`config.mk`:
```
export PLATFORM = sky130hd
export DESIGN_NAME = shift_unit_flat
export DESIGN_NICKNAME = d
export VERILOG_FILES = /design/src/rtl/shift_unit_if.sv /design/src/rtl/shift_unit.sv /design/src/flat_wrapper.sv
export SDC_FILE = /design/constraint.sdc
export NUM_CORES = 1
export LEC_CHECK = 0
export BUFFER_PORTS_ARGS = -buffer_cell sky130_fd_sc_hd__buf_2
export CAP_MARGIN = 30
export CORE_MARGIN = 2
export CORE_UTILIZATION = 55
export DETAILED_ROUTE_END_ITERATION = 6
export PLACE_DENSITY = 0.75
export RECOVER_POWER = 25
export SYNTH_ARGS = -nofsm -noshare
export SYNTH_HDL_FRONTEND = slang
export SYNTH_SLANG_ARGS = --single-unit
```
`constraint.sdc`:
```
create_clock -name clock -period 5 [get_ports clock]
set_clock_uncertainty 0.2 [all_clocks]
set_input_delay 0.75 -clock clock [delete_from_list [all_inputs] [get_ports clock]]
set_output_delay 0.75 -clock clock [all_outputs]
set_load 0.005 [all_outputs]
```
`src/rtl/shift_unit_if.sv`:
```
// Valid/ready operand and result channel between the execute stage and shift_unit.
// The execute stage drives the master modport; the shifter implements the slave modport.
interface shift_unit_if #(
  parameter int unsigned WIDTH = 32
);
  localparam int unsigned SHAMT_W = $clog2(WIDTH);

  logic               in_valid;
  logic               in_ready;
  logic [WIDTH-1:0]   operand;
  logic [SHAMT_W-1:0] shamt;
  logic [1:0]         op;
  logic               out_valid;
  logic               out_ready;
  logic [WIDTH-1:0]   result;
  logic               busy;

  modport master (
    output in_valid, operand, shamt, op, out_ready,
    input  in_ready, out_valid, result, busy
  );

  modport slave (
    input  in_valid, operand, shamt, op, out_ready,
    output in_ready, out_valid, result, busy
  );
endinterface

```
`src/rtl/shift_unit.sv`:
```
// Iterative log-stage shifter (SLL/SRL/SRA/ROR): one power-of-two stage per clock.
// Define SHIFT_EARLY_EXIT_EN to skip trailing stages whose shamt bits are zero.
module shift_unit #(
  parameter int unsigned WIDTH = 32
) (
  input logic         clock,
  input logic         reset,
  shift_unit_if.slave bus
);
  localparam int unsigned SHAMT_W = $clog2(WIDTH);

  typedef enum logic [1:0] {IDLE, SHIFT, DONE} state_e;
  typedef enum logic [1:0] {OP_SLL = 2'b00, OP_SRL = 2'b01, OP_SRA = 2'b10, OP_ROR = 2'b11} op_e;

  state_e             state_q, state_d;
  op_e                op_q, op_d;
  logic [WIDTH-1:0]   work_q, work_d;
  logic [WIDTH-1:0]   result_q, result_d;
  logic [SHAMT_W-1:0] rem_q, rem_d;
  logic [SHAMT_W-1:0] amt_q, amt_d;
  logic               last_stage;

  function automatic logic [WIDTH-1:0] stage_shift(input logic [WIDTH-1:0] v, input op_e o,
                                                   input logic [SHAMT_W-1:0] a);
    logic [2*WIDTH-1:0] dbl;
    dbl = {v, v} >> a;
    case (o)
      OP_SLL:  return v << a;
      OP_SRL:  return v >> a;
      OP_SRA:  return $signed(v) >>> a;
      default: return dbl[WIDTH-1:0];
    endcase
  endfunction

  // Stage index k is held as its weight amt_q = 2^k; rem_q is shamt shifted right by k,
  // so rem_q[0] is shamt[k] and rem_q[SHAMT_W-1:1] is shamt[SHAMT_W-1:k+1].
`ifdef SHIFT_EARLY_EXIT_EN
  assign last_stage = ((rem_q >> 1) == '0);
`else
  assign last_stage = amt_q[SHAMT_W-1];
`endif

  always_ff @(posedge clock or posedge reset) begin
    if (reset) begin
      state_q  <= IDLE;
      op_q     <= OP_SLL;
      work_q   <= '0;
      result_q <= '0;
      rem_q    <= '0;
      amt_q    <= '0;
    end else begin
      state_q  <= state_d;
      op_q     <= op_d;
      work_q   <= work_d;
      result_q <= result_d;
      rem_q    <= rem_d;
      amt_q    <= amt_d;
    end
  end

  always_comb begin
    state_d = state_q;
    case (state_q)
      IDLE: begin
        if (bus.in_valid) begin
`ifdef SHIFT_EARLY_EXIT_EN
          state_d = (bus.shamt == '0) ? DONE : SHIFT;
`else
          state_d = SHIFT;
`endif
        end
      end
      SHIFT:   if (last_stage) state_d = DONE;
      DONE:    if (bus.out_ready) state_d = IDLE;
      default: state_d = IDLE;
    endcase
  end

  always_comb begin
    work_d   = work_q;
    result_d = result_q;
    rem_d    = rem_q;
    amt_d    = amt_q;
    op_d     = op_q;
    case (state_q)
      IDLE: begin
        if (bus.in_valid) begin
          work_d = bus.operand;
          rem_d  = bus.shamt;
          amt_d  = SHAMT_W'(1);
          op_d   = op_e'(bus.op);
          if (state_d == DONE) result_d = bus.operand;
        end
      end
      SHIFT: begin
        if (rem_q[0]) work_d = stage_shift(work_q, op_q, amt_q);
        rem_d = rem_q >> 1;
        amt_d = amt_q << 1;
        if (state_d == DONE) result_d = work_d;
      end
      default: ;
    endcase
  end

  always_comb begin
    bus.in_ready  = (state_q == IDLE);
    bus.busy      = (state_q != IDLE);
    bus.out_valid = (state_q == DONE);
    bus.result    = result_q;
  end
endmodule
```
`src/flat_wrapper.sv`:
```
// flat-port wrapper written by rule: the top's interface ports become plain ports
module shift_unit_flat 
#(
  parameter int unsigned WIDTH = 32
)
  (clock, reset, bus_in_valid, bus_operand, bus_shamt, bus_op, bus_out_ready, bus_in_ready, bus_out_valid, bus_result, bus_busy);
  shift_unit_if #(.WIDTH(WIDTH)) bus_i ();
  input logic clock;
  input logic reset;
  input wire logic [$bits(bus_i.in_valid)-1:0] bus_in_valid;
  input wire logic [$bits(bus_i.operand)-1:0] bus_operand;
  input wire logic [$bits(bus_i.shamt)-1:0] bus_shamt;
  input wire logic [$bits(bus_i.op)-1:0] bus_op;
  input wire logic [$bits(bus_i.out_ready)-1:0] bus_out_ready;
  output wire logic [$bits(bus_i.in_ready)-1:0] bus_in_ready;
  output wire logic [$bits(bus_i.out_valid)-1:0] bus_out_valid;
  output wire logic [$bits(bus_i.result)-1:0] bus_result;
  output wire logic [$bits(bus_i.busy)-1:0] bus_busy;
  assign bus_i.in_valid = bus_in_valid;
  assign bus_i.operand = bus_operand;
  assign bus_i.shamt = bus_shamt;
  assign bus_i.op = bus_op;
  assign bus_i.out_ready = bus_out_ready;
  assign bus_in_ready = bus_i.in_ready;
  assign bus_out_valid = bus_i.out_valid;
  assign bus_result = bus_i.result;
  assign bus_busy = bus_i.busy;
  shift_unit #(.WIDTH(WIDTH)) u_core (.clock(clock), .reset(reset), .bus(bus_i));
endmodule
```
After elaboration in Yosys (flattened, before gate mapping)
Cells that the tools add are included.
{"block": "totals", "reg_bits": 78, "in_bits": 43}
{"block": "classes", "eq_ne": 8, "n_shift": 4, "muxes": 16, "n_reduce_logical": 7}
{"operator": "32-bit two-way mux", "n": 5}
{"operator": "32-bit case mux with 2 select lines", "n": 2}
{"operator": "32-bit case mux with 3 select lines", "n": 1}
{"operator": "64-bit by 5-bit >> shifter with 32-bit output", "n": 1}
{"operator": "32-bit by 5-bit << shifter with 32-bit output", "n": 1}
{"operator": "32-bit by 5-bit >> shifter with 32-bit output", "n": 1}
{"operator": "32-bit by 5-bit >>> shifter with 32-bit output", "n": 1}
{"operator": "5-bit case mux with 2 select lines", "n": 2}
{"operator": "5-bit two-way mux", "n": 2}
{"operator": "2-bit equality test, second input constant", "n": 3}
{"operator": "2-bit two-way mux", "n": 3}
{"operator": "2-bit case mux with 3 select lines", "n": 1}
{"operator": "2-bit by 1-bit equality test with 1-bit output, second input constant", "n": 2}
{"operator": "2-bit zero test", "n": 2}
{"operator": "2-bit by 1-bit inequality test with 1-bit output, second input constant", "n": 2}
{"operator": "2-bit AND reduction", "n": 2}
{"operator": "4-bit AND reduction", "n": 1}
{"operator": "2-bit nonzero test", "n": 2}
{"operator": "2-bit inequality test, second input constant", "n": 1}

Longest topological paths before layout
Gate-level depths: netlist (run 1).
{"block": "depth", "depth_word": 6, "ltp_mapped": 10}

Worst setup path before layout (run 1)
OpenSTA, ideal clock, no wires.
{"block": "synth_timing", "path_kind": "reg-to-reg", "start": "register u_core.amt_q[0]", "end": "register u_core.work_q[15]", "setup_ns": 0.126, "arrival_ns": 2.211, "required_time_ns": 4.674, "setup_slack_ns": 2.463, "path_stages_with_launch": 9, "cell_sequence": "dfrtp_1 -> buf_6 -> buf_12 -> mux2_1 -> mux4_2 -> nand2_1 -> o21ai_1 -> a221o_1 -> o32a_1"}
{"block": "synth_between", "elab_chain_len": 4, "word_cells_on_any_way": 7, "cone_classes": "shift (4); mux (3)"}
{"item": "start, declared", "line": "shift_unit.sv:20", "source": "logic [SHAMT_W-1:0] amt_q, amt_d;"}
{"item": "start signal, assigned", "line": "shift_unit.sv:57", "source": "amt_q <= amt_d;"}
{"item": "64-bit by 5-bit >> shifter with 32-bit output, or another cell as far along", "line": "shift_unit.sv:26", "source": "dbl = {v, v} >> a;"}
{"item": "32-bit case mux with 3 select lines *", "line": "shift_unit.sv:27", "source": "case (o)"}
{"item": "32-bit two-way mux *", "line": "shift_unit.sv:96", "source": "if (rem_q[0]) work_d = stage_shift(work_q, op_q, amt_q);"}
{"item": "32-bit case mux with 2 select lines *", "line": "shift_unit.sv:85", "source": "case (state_q)"}
{"item": "end signal, assigned", "line": "shift_unit.sv:54", "source": "work_q <= work_d;"}
{"item": "end, declared", "line": "shift_unit.sv:17", "source": "logic [WIDTH-1:0] work_q, work_d;"}
Mark *: on every way between the ends. The rest lies on a longest branch, timed or not.
A chain may end at the register's enable or synchronous reset.

Worst setup path after layout (run 1)
{"block": "layout_timing", "start": "register u_core.amt_q[0]", "end": "register u_core.work_q[26]"}
The elaborated chain is that of the path after synthesis.

==> impl_metrics.py, run 1 <==
metrics = {
    "synth": {
        "netlist_top_cells_count": "nand2_1 (90), nor2_1 (88), dfrtp_1 (78)",
        "syn_inst": 960,
        "async_flop_share_pct": 100.0,
        "yosys-top-cells-area": "dfrtp_1 (24%), mux4_2 (10%), mux2i_1 (7.7%)",
        "synthMostInstantiatedCell": "nand2_1",
        "ys.flop_type": "dfrtp_1",
        "synth_cell_types": 79,
        "synth_edf_count": 0,
        "syn-cell-area_um2": 8195,
        "yosysWarnings": 0,
        "avgSynthCellArea_um2": 8.537,
        "synth_nets": 1003,
        "synth_top_area_cell": "dfrtp_1",
        "synth_top_area_share_pct": 23.82,
        "ys_seq_area_share_pct": 23.82,
        "ys_ff_latch": 78,
    },
    "timing": {
        "slew_viol_final": 37,
        "worst_pin_slew_ns": 1.765,
        "slew_headroom_pct": -18.31,
        "min_period_ns": 3.697,
        "setup-tns-final_ns": 0,
        "fin_crit_sh_pct": 73.94,
        "fmax_ghz": 0.2705,
        "fin_ws_ns": 1.303,
        "finalHoldViolations": 0,
        "rsz0062_at_grt": "no",
        "setup_viol": 0,
    },
    "global_routing": {
        "grt_pass1_wl_um": 54340,
        "gr-total-overflow": 0,
        "grt_pass1_vias": 8462,
        "antenna_found_initial": 1,
        "grtUsageTotal_pct": 45.24,
        "grt_max_degree": 70,
    },
    "run_status": {
        "outcome": "finished with violations",
        "violations": "design-rule violations, max-capacitance violations, max-slew violations",
    },
    "detailed_routing": {
        "drc": 4,
        "routedWlPerCell_um": 31.22,
        "viasPerCell": 7.780,
        "drt-pass1-iter-count": 7,
        "vias": 9017,
        "ant_nets": 0,
        "finalWirelength_um": 36190,
        "dr.first_iter.drc_count": 1819,
    },
    "clocking": {
        "cts_inserted_buffers": 9,
        "post_cts_resized": 0,
        "ctsHoldBuffers": 0,
        "h-tree-depth": 3,
        "path_clk_slew_ns": 0.06,
        "clock_sinks": 78,
        "cts_root_buffer": "clkbuf_16",
        "clockBufferDepth": 2,
        "postCtsSetupBuffers": 0,
        "worstSkewPairLatency_ns": 0.35,
        "cts_tree": "done",
    },
    "critical_path": {
        "worst-path-buf-inv": 2,
        "worstPathRequired_ns": 5.04,
        "cp_cell_sequence": "buf_16, buf_4, mux2i_1, mux4_2, o22ai_1, nor4_1, o211ai_1, o221a_2",
        "slowest_delay_ns": 0.68,
        "cp-startpoint": "u_core.amt_q[0]",
        "startpoint_type": "flop",
        "crit_path_end_kind": "flop",
        "cpMaxStageDelayCell": "nor4_1",
        "reg2reg_from": "u_core.amt_q[0]",
        "crit_arrival_ns": 3.74,
        "critPathMaxFanout": 56,
        "cp_top_family": "multiplexers",
        "crit_type": "reg2reg",
    },
    "die": {
        "rows": 44,
        "io_pins": 78,
        "die_h_um": 126.1,
        "core-area_um2": 14530,
        "dieWidth_um": 126.1,
        "dieArea_um2": 15890,
        "initial_utilization_pct": 56.39,
    },
    "finish": {
        "nets": 1013,
        "syn_to_final_growth_pct": 7.863,
        "fillCellCount": 1269,
        "drive_gt1_share_pct": 22.15,
        "num_antenna_cells": 0,
    },
    "placed_design": {
        "gp_congestion": 1.164,
        "portBuffers": 77,
        "post-place-ws_ns": 1.267,
        "dp_hpwl_um": 26450,
    },
    "min_path": {
        "min-delay-start": "u_core.bus.result[24]",
        "min_path_type": "reg2reg",
    },
    "flow_run": {
        "maxCapViolations": 1,
    },
}
cell families after synthesis:
| logic type | Yosys count | share of synthesized area, % |
|---|---|---|
| compound gates | 326 | 26.92 |
| buf+inv | 121 | 7.206 |
| flops | 78 | 23.82 |
| mux | 147 | 25.79 |
| simple gates | 288 | 16.27 |
layer usage:
metal | GRT usage [%] | part of all wire, %
met5 | 0 | 0
met4 | 22.50 | 6.5
met3 | 18.18 | 15
met2 | 65.18 | 42
met1 | 59.04 | 37
placed cells by master, fill, tap and decap left out, types with 15 or more instances in the layout:
master and instances:
a21oi_1 61, a22oi_1 22, a31oi_1 15, buf_2 74, buf_4 31, dfrtp_1 76, mux2_2 36, mux2i_1 63
mux4_2 38, nand2_1 90, nand3_1 20, nor2_1 88, nor2b_1 18, nor3_1 17, o21ai_0 60, o22ai_1 29
o31ai_1 20
state kept, by name, summed over array words and instances, names as in the netlist:
name,flops
u_core.rem_q,5
u_core.state_q,2
u_core.amt_q,5
u_core.op_q,2
u_core.work_q,32
u_core.bus.result,32
worst paths after layout:
| kind | endpoint | slack (ns) | cells after the start |
|---|---|---|---|
| setup reg to reg | u_core.work_q[26] | 1.30 | 8 |
| setup / recovery | u_core.work_q[26] | 1.30 | 8 |
| max in group asynchronous | u_core.work_q[30] | 2.72 | 3 |
| min in group asynchronous | u_core.work_q[18] | 0.63 | 2 |
| hold / removal | u_core.bus.result[24] | 0.27 | 2 |
| hold reg to reg | u_core.bus.result[24] | 0.27 | 2 |
through the flow:
step / instance area, um2 / hold WS, ns / std cells / utilization [%]
2_1_floorplan: 8195 / 0.2628 / 960 / -
3_3_place_gp: 8496 / 0.2590 / 1141 / 58.45
3_5_place_dp: 8503 / 0.2617 / 1142 / 58.51
4_1_cts: 8818 / 0.2750 / 1158 / 60.67
5_1_grt: 8840 / 0.2975 / 1159 / 60.82
6_report: 8840 / 0.2714 / 1159 / 60.82
worst reg2reg max path, cell delays in order, from the launching register on:
cell	delay, ns
dfrtp_4	0.59
buf_16	0.33
buf_4	0.45
mux2i_1	0.50
mux4_2	0.35
o22ai_1	0.09
nor4_1	0.68
o211ai_1	0.23
o221a_2	0.18
area by class of cell:
type	instances	area (um2)	area share [%]
timing repair buffer	109	641.9	7.261
clock buffer	10	229.0	2.590
inverter	11	42.54	0.4812
multi-input combinational	761	5653	63.95
clock inverter	6	86.33	0.9766
tap	184	230.2	2.604
sequential	78	1957	22.14
Power of run 1 is left out: the tool's default activity adds up to more than one toggle a clock period on the data nets, which glitch-free logic cannot reach.
==> run 2, diff against run 1 <==
PLACE_DENSITY = 0.78   (was 0.75)
clock period = 3 ns   (was 5 ns; I/O delays follow)
==> impl_metrics.py, run 2 (synthesis gave the netlist of run 1 again) <==
metrics = {
    "die": {
        "core-area_um2": 14530,
        "initial_utilization_pct": 56.39,
        "rows": 44,
        "io_pins": 78,
        "die_h_um": 126.1,
        "dieArea_um2": 15890,
        "dieWidth_um": 126.1,
    },
    "min_path": {
        "min-delay-start": "bus_op[0]",
        "min_path_type": "in2reg",
    },
    "critical_path": {
        "crit_type": "reg2reg",
        "worst-path-buf-inv": 1,
        "crit_cells": 7,
        "endpoint": "u_core.bus.result[8]",
        "cpMaxStageDelayCell": "or4_1",
        "cp-startpoint": "u_core.amt_q[0]",
        "crit_arrival_ns": 3.03,
        "r2r_end": "u_core.bus.result[8]",
        "cp_top_family": "multiplexers",
        "startpoint_type": "flop",
        "reg2reg_from": "u_core.amt_q[0]",
        "critPathMaxFanout": 16,
        "cp_cell_sequence": "buf_12, mux4_1, mux2_2, a21oi_1, o31a_1, or4_1, o22ai_1",
        "crit_path_end_kind": "flop",
        "reg2reg_depth": 7,
        "slowest_delay_ns": 0.61,
        "rrSetupSlack_ns": 0.04,
        "worstPathRequired_ns": 3.07,
    },
    "timing": {
        "fin_crit_sh_pct": 98.83,
        "finalHoldViolations": 0,
        "slew_headroom_pct": -3.023,
        "setup-tns-final_ns": 0,
        "min_period_ns": 2.965,
        "fmax_ghz": 0.3373,
        "slew_viol_final": 37,
        "setup_viol": 0,
        "rsz0062_at_grt": "no",
        "worst_pin_slew_ns": 1.544,
    },
    "finish": {
        "fin_cells": 1248,
        "drive_gt1_share_pct": 28.67,
        "syn_to_final_growth_pct": 17.50,
        "regArea_um2": 1957,
        "stdcell_area_um2": 9629,
        "multiInputGateArea_um2": 5674,
        "num_antenna_cells": 0,
        "final_cell_mix": "buf_4 (110), nand2_1 (90), nor2_1 (88)",
        "fin_util_pct": 66.25,
        "nets": 1102,
        "fillCellCount": 1223,
        "final_common_cell": "buf_4",
    },
    "detailed_routing": {
        "drt-pass1-iter-count": 7,
        "ant_nets": 0,
        "viasPerCell": 7.651,
        "dr.first_iter.drc_count": 1923,
        "drc": 0,
        "routedWlPerCell_um": 30.93,
        "finalWirelength_um": 38600,
        "vias": 9549,
    },
    "global_routing": {
        "grt_pass1_wl_um": 57300,
        "grt_max_degree": 43,
        "grt_pass1_vias": 8902,
        "grtUsageTotal_pct": 48.28,
        "antenna_found_initial": 0,
        "gr-total-overflow": 0,
    },
    "flow_run": {
        "maxCapViolations": 1,
    },
    "run_status": {
        "violations": "max-capacitance violations, max-slew violations",
        "outcome": "finished with violations",
    },
    "placed_design": {
        "portBuffers": 77,
        "dp_hpwl_um": 29580,
        "place_inst": 1231,
        "dpl_cell_area_um2": 9284,
        "gp_congestion": 1.169,
    },
    "clocking": {
        "clockBufferDepth": 2,
        "path_clk_slew_ns": 0.06,
        "cts_tree": "done",
        "cts_inserted_buffers": 9,
        "cts_root_buffer": "clkbuf_16",
        "clock_sinks": 78,
        "h-tree-depth": 3,
        "worstSkewPairLatency_ns": 0.35,
    },
}
run 2: cell types whose count changed in the layout (fill, tap and decap cells not counted), sizes merged:
cell	delta
buf	+87
clkbuf	+2
clkinvlp	-2
dlygate4sd3	+1
inv	+1
run 2: what timing repair did:
| item | in CTS | in global routing |
|---|---|---|
| buffers inserted | 0 | 0 |
| gates resized for setup | 1 | 2 |
| hold buffers | 1 | 0 |
| setup endpoints to repair | 2 | 1 |
| pin swaps | 0 | 0 |
| endpoints found under the hold margin | 6 | 0 |
run 2: metrics by stage:
stage	hold slack, ns	setup WS (ns)
3_3_place_gp	0.2574	-0.1325
2_1_floorplan	0.2628	0.3550
4_1_cts	0.09787	0.08728
6_report	0.1027	0.03512
3_5_place_dp	0.2606	-0.1147
5_1_grt	0.1305	0.01548
run 2: layout make-up:
type | count | share of cell area, %
timing repair buffer | 198 | 14.55
clock buffer | 11 | 2.521
inverter | 11 | 0.4288
tap | 184 | 2.391
multi-input combinational | 761 | 58.93
clock inverter | 5 | 0.8576
sequential | 78 | 20.32
run 2: worst min path at each step:
stage / endpoint / slack, ns / cells past startpoint
finish: u_core.op_q[0] / 0.10 / 3
global route: u_core.state_q[1] / 0.13 / 2
CTS: u_core.op_q[0] / 0.1 / 3
detailed placement: u_core.bus.result[30] / 0.26 / 2
floorplan: u_core.bus.result[23] / 0.26 / 2
global placement: u_core.bus.result[24] / 0.26 / 2
run 2: metal layers:
metal / part of all wire (%) / up-vias / global-route usage [%] / routed length [um]
li1: - / 3891 / - / -
met1: 35 / 4510 / 62.54 / 13680
met2: 41 / 923 / 69.51 / 15980
met3: 15 / 225 / 17.46 / 5905
met4: 7.9 / 0 / 28.25 / 3032
met5: 0 / - / 0 / 0
run 2: tightest hold or removal path: cells and delay by family:
family	cells	cell delay, ns
AND/OR/NAND/NOR	2	0.09
buffers and inverters	1	0.07
Power of run 2 is left out for the same reason.
==> run 3, diff against run 2 <==
CORE_UTILIZATION = 35   (was 55)
CTS_CLUSTER_DIAMETER = 80   (was default)
PLACE_DENSITY = default   (was 0.78)
==> impl_metrics.py, run 3 (synthesis gave the netlist of run 1 again) <==
metrics = {
    "run_status": {
        "outcome": "complete, no violations",
    },
    "detailed_routing": {
        "viasPerCell": 6.581,
        "drt-pass1-iter-count": 5,
        "routedWlPerCell_um": 31.84,
        "dr.first_iter.drc_count": 1120,
        "wl_met1_um": 18410,
        "wl_met2_um": 19820,
        "vias": 9299,
        "top_layer": "met4",
        "drc": 0,
        "finalWirelength_um": 44990,
        "wl_met3_um": 4418,
        "ant_nets": 0,
    },
    "timing": {
        "setup-tns-final_ns": 0,
        "worst_pin_slew_ns": 1.005,
        "fmax_ghz": 0.3387,
        "slew_viol_final": 0,
        "fin_crit_sh_pct": 98.41,
        "slew_headroom_pct": 32.64,
        "min_period_ns": 2.952,
        "rsz0062_at_grt": "no",
        "finalHoldViolations": 0,
        "setup_viol": 0,
    },
    "die": {
        "initial_utilization_pct": 35.87,
        "dieWidth_um": 157.0,
        "die_h_um": 157.0,
        "io_pins": 78,
        "dieArea_um2": 24660,
        "rows": 55,
        "core-area_um2": 22850,
    },
    "global_routing": {
        "grtUsageTotal_pct": 36.82,
        "gr-total-overflow": 0,
        "grt_pass1_wl_um": 64670,
        "grt_pass1_vias": 9001,
        "antenna_found_initial": 1,
        "grt_max_degree": 50,
    },
    "clocking": {
        "clockBufferDepth": 2,
        "postCtsSetupBuffers": 0,
        "h-tree-depth": 3,
        "cts_tree": "done",
        "cts_inserted_buffers": 9,
        "cts_root_buffer": "clkbuf_16",
        "clock_sinks": 78,
        "worstSkewPairLatency_ns": 0.36,
        "path_clk_slew_ns": 0.07,
    },
    "finish": {
        "final_common_cell": "buf_4",
        "syn_to_final_growth_pct": 23.16,
        "nets": 1138,
        "drive_gt1_share_pct": 31.27,
        "final_cell_mix": "buf_4 (143), nand2_1 (90), nor2_1 (88)",
        "regArea_um2": 1957,
        "num_antenna_cells": 0,
        "fillCellCount": 2343,
        "multiInputGateArea_um2": 5699,
    },
    "critical_path": {
        "crit_path_end_kind": "flop",
        "slowest_delay_ns": 0.77,
        "crit_type": "reg2reg",
        "worstPathRequired_ns": 3.08,
        "startpoint_type": "flop",
        "cpMaxStageDelayCell": "dfrtp_1",
        "crit_arrival_ns": 3.03,
        "critPathMaxFanout": 11,
        "cp_cell_sequence": "mux4_1, mux2_2, a21oi_1, o31a_1, or4_1, o22ai_1",
    },
    "placed_design": {
        "portBuffers": 77,
        "dp_hpwl_um": 35140,
        "gp_congestion": 1.102,
    },
    "min_path": {
        "min_path_type": "in2reg",
    },
    "flow_run": {
        "maxCapViolations": 0,
    },
}
-- run 3: changes by cell type in the layout (fill, tap and decap cells not counted), moves of 2 or more --
cell,before,now
buf_4,110,143
buf_12,9,12
buf_2,74,71
clkbuf_1,5,8
inv_6,0,2
-- run 3: worst max-delay path: cells and delay by family, from the launching register on --
| kind | cells | cell delay [ns] |
|---|---|---|
| DFF | 1 | 0.77 |
| and+or+nand+nor | 1 | 0.66 |
| muxes | 2 | 0.64 |
| AOI/OAI and AO/OA | 3 | 0.60 |
-- run 3: metrics by stage --
step	util (%)	cell area (um2)	setup WS (ns)	std cells	hold slack (ns)
after CTS	44.04	10060	0.07924	1413	0.08557
final	44.18	10090	0.04777	1413	0.08872
after floorplan	-	8195	0.3550	960	0.2628
after global placement	42.69	9753	0.09359	1396	0.2410
after global routing	44.18	10090	0.001229	1413	0.09260
after detailed placement	42.69	9753	0.09288	1396	0.2471
-- run 3: final timing paths --
| check | from | endpoint | slack (ns) | cells past startpoint |
|---|---|---|---|---|
| hold reg to reg | u_core.bus.result[0] | u_core.bus.result[0] | 0.28 | 2 |
| setup / recovery | u_core.work_q[2] | u_core.bus.result[8] | 0.05 | 6 |
| hold / removal | bus_out_ready | u_core.state_q[1] | 0.09 | 2 |
| min in group asynchronous | reset | u_core.bus.result[12] | 0.61 | 3 |
| setup reg to reg | u_core.work_q[2] | u_core.bus.result[8] | 0.05 | 6 |
| max in group asynchronous | reset | u_core.amt_q[0] | 0.84 | 4 |
-- run 3: area by class of cell --
cell class | count | area share, %
clock inverters | 6 | 0.6818
flip-flops and latches | 78 | 19.39
inverters | 11 | 0.4215
repair buffers | 234 | 16.90
clock buffers | 10 | 2.269
well taps | 313 | 3.880
multi-input cells | 761 | 56.46
-- run 3: routing by layer --
| layer | track usage (%) | up-vias |
|---|---|---|
| li1 | - | 3959 |
| met5 | 0 | - |
| met4 | 16.06 | 0 |
| met1 | 49.11 | 4611 |
| met2 | 57.33 | 623 |
| met3 | 8.205 | 106 |
-- run 3: timing repair --
| item | in CTS | in global routing |
|---|---|---|
| hold endpoints to repair | 18 | 0 |
| hold buffers | 1 | 0 |
| setup endpoints to repair | 0 | 10 |
| resized for setup | 0 | 8 |
Power of run 3 is left out for the same reason.
